$ cat config.mk
export PLATFORM = sky130hd
export DESIGN_NAME = observer_pulse_pio
export DESIGN_NICKNAME = d
export VERILOG_FILES = /design/src/rtl/observer_pulse_pio.sv
export SDC_FILE = /design/constraint.sdc
export NUM_CORES = 1
export LEC_CHECK = 0
export BUFFER_PORTS_ARGS = -buffer_cell sky130_fd_sc_hd__buf_2
export CAP_MARGIN = 20
export CORE_MARGIN = 2
export CORE_UTILIZATION = 66
export DETAILED_ROUTE_END_ITERATION = 8
export PLACE_DENSITY = 0.95
export SYNTH_ARGS = -nofsm -noshare
export SYNTH_HDL_FRONTEND = slang
export SYNTH_SLANG_ARGS = --single-unit
$ cat constraint.sdc
create_clock -name clk -period 6.5 [get_ports clk]
set_input_delay 0.325 -clock clk [delete_from_list [all_inputs] [get_ports clk]]
set_output_delay 0.325 -clock clk [all_outputs]
set_load 0.02 [all_outputs]
$ cat src/rtl/observer_pulse_pio.sv
// observer_pulse_pio: Avalon-MM output port with level set/clear and self-timed per-channel pulses.
// out_port = DATA | busy; sticky done flags record pulse completion.
module observer_pulse_pio #(
    parameter int               WIDTH       = 8,
    parameter int               CNT_W       = 16,
    parameter logic [WIDTH-1:0] RESET_VALUE = '0,
    parameter int               DEFAULT_LEN = 16
) (
    input  logic             clk,
    input  logic             reset_n,
    input  logic [2:0]       address,
    input  logic             chipselect,
    input  logic             write_n,
    input  logic [31:0]      writedata,
    output logic [31:0]      readdata,
    output logic [WIDTH-1:0] out_port
);
    logic             wr_strobe;
    logic [WIDTH-1:0] data;
    logic [CNT_W-1:0] pulse_len;
    logic [CNT_W-1:0] eff_len;
    logic [WIDTH-1:0] busy;
    logic [WIDTH-1:0] done;
    logic [WIDTH-1:0] trig;
    logic [WIDTH-1:0] done_clr;
    logic [CNT_W-1:0] count [WIDTH];
    logic             unused_bits;

    assign wr_strobe   = chipselect & ~write_n;
    assign eff_len     = (pulse_len == '0) ? CNT_W'(1) : pulse_len;
    assign trig        = (wr_strobe && address == 3'd2) ? writedata[WIDTH-1:0] : '0;
    assign done_clr    = (wr_strobe && address == 3'd3) ? writedata[WIDTH-1:0] : '0;
    assign out_port    = data | busy;
    assign unused_bits = ^writedata;

    always_ff @(posedge clk or negedge reset_n) begin
        if (!reset_n) begin
            data      <= RESET_VALUE;
            pulse_len <= CNT_W'(DEFAULT_LEN);
        end else if (wr_strobe) begin
            if (address == 3'd0) data <= writedata[WIDTH-1:0];
            if (address == 3'd1) pulse_len <= writedata[CNT_W-1:0];
            if (address == 3'd4) data <= data | writedata[WIDTH-1:0];
            if (address == 3'd5) data <= data & ~writedata[WIDTH-1:0];
        end
    end

    // Retrigger has priority over expiry; expiry's done set beats a same-edge W1C.
    always_ff @(posedge clk or negedge reset_n) begin
        if (!reset_n) begin
            busy <= '0;
            done <= '0;
            for (int i = 0; i < WIDTH; i++) count[i] <= '0;
        end else begin
            for (int i = 0; i < WIDTH; i++) begin
                if (trig[i]) begin
                    busy[i]  <= 1'b1;
                    count[i] <= eff_len;
                    done[i]  <= 1'b0;
                end else if (busy[i] && count[i] == CNT_W'(1)) begin
                    busy[i]  <= 1'b0;
                    count[i] <= '0;
                    done[i]  <= 1'b1;
                end else begin
                    if (busy[i]) count[i] <= count[i] - CNT_W'(1);
                    if (done_clr[i]) done[i] <= 1'b0;
                end
            end
        end
    end

    always_comb begin
        readdata = '0;
        case (address)
            3'd0:    readdata[WIDTH-1:0] = out_port;
            3'd1:    readdata[CNT_W-1:0] = pulse_len;
            3'd2:    readdata[WIDTH-1:0] = busy;
            3'd3:    readdata[WIDTH-1:0] = done;
            default: readdata = '0;
        endcase
    end
endmodule

==> out/results.tsv <==
stage	metric	value	unit
critical_path	WP data arrival	2850	ps
routing	met2 wire len	12730	um
routing	WL/cell	20.52	um
critical_path	R2R setup slack	3980	ps
cts	Clock Sinks	168	
routing	Top Metal Used	met4	
power	Leak Pwr	4.471	nW
min_path	HP Class	in2reg	
yosys	Unique masters post-synth	78	
cts	CTS max path bufs	2	
routing	initial drt markers	1154	
yosys	ys flop type	dfrtp_1	
sta	fmax	397.2	MHz
place	DP Wirelength	17730	um
routing	ANT nets after route	0	
routing	total number of vias	9315	
place	port bufs	46	
critical_path	Worst Setup End Kind	flop	
yosys	register bit total from synthesis	168	
die	Initial Util	67.24	%
final_layout	fin cells	1365	
place	RD Place Congestion	0.9665	
final_layout	share of layout cells above drive strength 1	11.22	%
die	Ports	79	
final_layout	# nets final	1219	
sta	Fin Clk Skew	9.647	ps
global_route	first-pass GRT wire length	44820	um
routing	WL final	28000	um
sta	Setup Viol. Count Final	0	
die	die area	16440	sq um
cts	Root Driver	clkbuf_16	
power	cell area power density	393.8	nW/um^2
routing	wire length on met3	2921	um
run_status	status	complete, no violations	
min_path	hold depth	2	
global_route	pin count of the biggest net entering global routing	115	
critical_path	crit-path max FO	9	
sta	Slew headroom	35.41	%
critical_path	Critical R2R Capture	count[75]	
yosys	asr flop ratio synth	100.0	%
critical_path	WP data required	6840	ps
routing	DR DRC count	0	
yosys	Warnings, synthesis	0	
routing	vias per cell	6.824	
cts	clock slew at reported path FFs	60	ps
routing	DRT Pass-1 Iters	6	
cts	cts repair resizes	0	
sta	Final Cycle Share	38.74	%
sta	RSZ-0062 raised after global routing	no	
sta	fin crit period	2518	ps
yosys	Post-synth EDFFs	0	
routing	M1 WL	10680	um
sta	worst slew pin tran	965.9	ps
critical_path	worst r2r path cells	5	
critical_path	CP startpoint	count[72]	
power	Peak VDD IR	0.2480	mV
global_route	Total Routing Usage GR	35.16	%
critical_path	Crit Path Category	reg2reg	
run	max-cap violation count	0	
die	core region area	15150	sq um
final_layout	P&R area growth vs syn	7.777	%
critical_path	R2R Path Start	count[72]	
critical_path	nature of the critical path startpoint	flop	
die	Die X	128.2	um
die	Die Y	128.2	um
sta	Slew Limit Fails	0	
yosys	Post-Synthesis Cells	1165	
cts	TritonCTS clock tree	yes	
cts	TritonCTS buffer count	17	
global_route	initial antenna violation count	1	
global_route	vias in the first global route	8669	
sta	Fin. Hold Viols	0	
min_path	min-delay src	writedata[12]	
yosys	synthesized area	10180	sq um
cts	H-tree Lvls	4	
global_route	grt ovf	0	
sta	Setup TNS	0	ps
yosys	register area share after synthesis	41.29	%
yosys	syn avg cell area	8.742	sq um
die	Cell Rows	45	
cts	clk_lat worst skew	450	ps
min_path	Worst Hold Path EP	pulse_len[12]	
place	dpl cells	1331	
Yosys cell counts, types with 7 or more instances:
cell type | count | area [sq um]
nor4_1 | 25 | 156.4
a221oi_1 | 16 | 140.1
xor2_1 | 20 | 175.2
a31oi_1 | 28 | 175.2
ha_1 | 16 | 200.2
nand4b_1 | 8 | 70.07
nand4_1 | 15 | 93.84
nand3b_1 | 9 | 67.56
nor3_1 | 42 | 210.2
or4_1 | 16 | 120.1
or2_2 | 13 | 81.33
dfrtp_1 | 167 | 4179
nand2b_1 | 20 | 125.1
xnor2_1 | 29 | 254.0
nor2_1 | 118 | 442.9
o21a_1 | 12 | 90.09
buf_4 | 16 | 120.1
mux2_2 | 21 | 236.5
nand3_1 | 29 | 145.1
and3_1 | 17 | 106.4
nand2_1 | 132 | 495.5
o31ai_1 | 34 | 255.2
a21oi_1 | 34 | 170.2
or3_1 | 17 | 106.4
o21ai_0 | 68 | 340.3
nor2b_1 | 7 | 43.79
clkbuf_1 | 61 | 229.0
mux2i_1 | 20 | 200.2
inv_1 | 31 | 116.4
and2_1 | 11 | 68.82
cell families (layout without fill, tap and decap cells):
family,Yosys count,count (layout),synth area share (%)
buffers and inverters,118,114,5.172
DFF,168,168,41.29
adders and majority gates,16,16,1.966
muxes,41,41,4.287
xor gates and xnor gates,49,49,4.214
AOI/OAI and AO/OA,260,260,17.06
other,1,17,0.03682
and+or+nand+nor,512,512,25.97
worst max path at each step:
stage                           end  slack [ps]  depth (start not counted)
final                     count[75]        3980                          5
after global routing      count[75]        3810                          5
after CTS                 count[35]        4070                          6
after detailed placement  count[39]        3650                          6
after global placement    count[39]        3740                          6
after floorplan           count[24]        4340                          6
cell usage in the layout, fill, tap and decap left out, types with 28 or more instances in the layout:
cell type,instances
dfrtp_1,167
nand2_1,132
nor2_1,118
o21ai_0,68
buf_2,45
nor3_1,42
o31ai_1,34
a21oi_1,34
inv_1,31
xnor2_1,29
nand3_1,29
a31oi_1,28
power breakdown:
part	internal, mW	switching [mW]	total (mW)
registers	1.43	0.549	1.98
clock network	0.624	0.432	1.06
logic	0.607	0.680	1.29
timing repair:
action	4_1_cts	5_1_grt
hold endpoints to repair	0	16
setup buffers	0	0
hold buffers	0	1
per-layer routing:
layer / track usage, % / vias up
met3: 8.514 / 131
met2: 53.63 / 492
met1: 46.13 / 4499
met4: 20.04 / 0
li1: - / 4193
met5: 0 / -
critical path: stages (launching register included):
cell	delay, ps
dfrtp_1	480
nor4_2	480
nand2_2	190
nor4_2	740
o21ai_0	230
a31o_2	280
registers in the layout (all words and copies together), names as in the netlist:
name	cells
busy	8
pulse_len	16
count	128
done	8
data	8
area by class of cell:
type                       count  area [sq um]
inverter                      31         116.4
timing repair buffer          52         304.0
multi-input combinational    894          5509
clock buffer                  21         460.4
tap                          188         235.2
sequential                   168          4205
fill                        1037          4169
antenna                        1         2.502
clock inverter                10         143.9
through the flow:
| step | hold WS, ps | setup slack (ps) | power [mW] | util [%] | cell area, sq um |
|---|---|---|---|---|---|
| finish | 101.0 | 3982 | 4.323 | 72.47 | 10980 |
| CTS | 66.60 | 4067 | 4.288 | 72.21 | 10940 |
| detailed placement | 503.2 | 3652 | 3.213 | 68.22 | 10330 |
| global route | 99.20 | 3811 | 4.570 | 72.46 | 10970 |
| global placement | 489.2 | 3740 | 3.110 | 68.22 | 10330 |
| floorplan | 29.41 | 4335 | 2.825 | - | 10240 |
No activity file was read; power rests on OpenSTA's default activity.
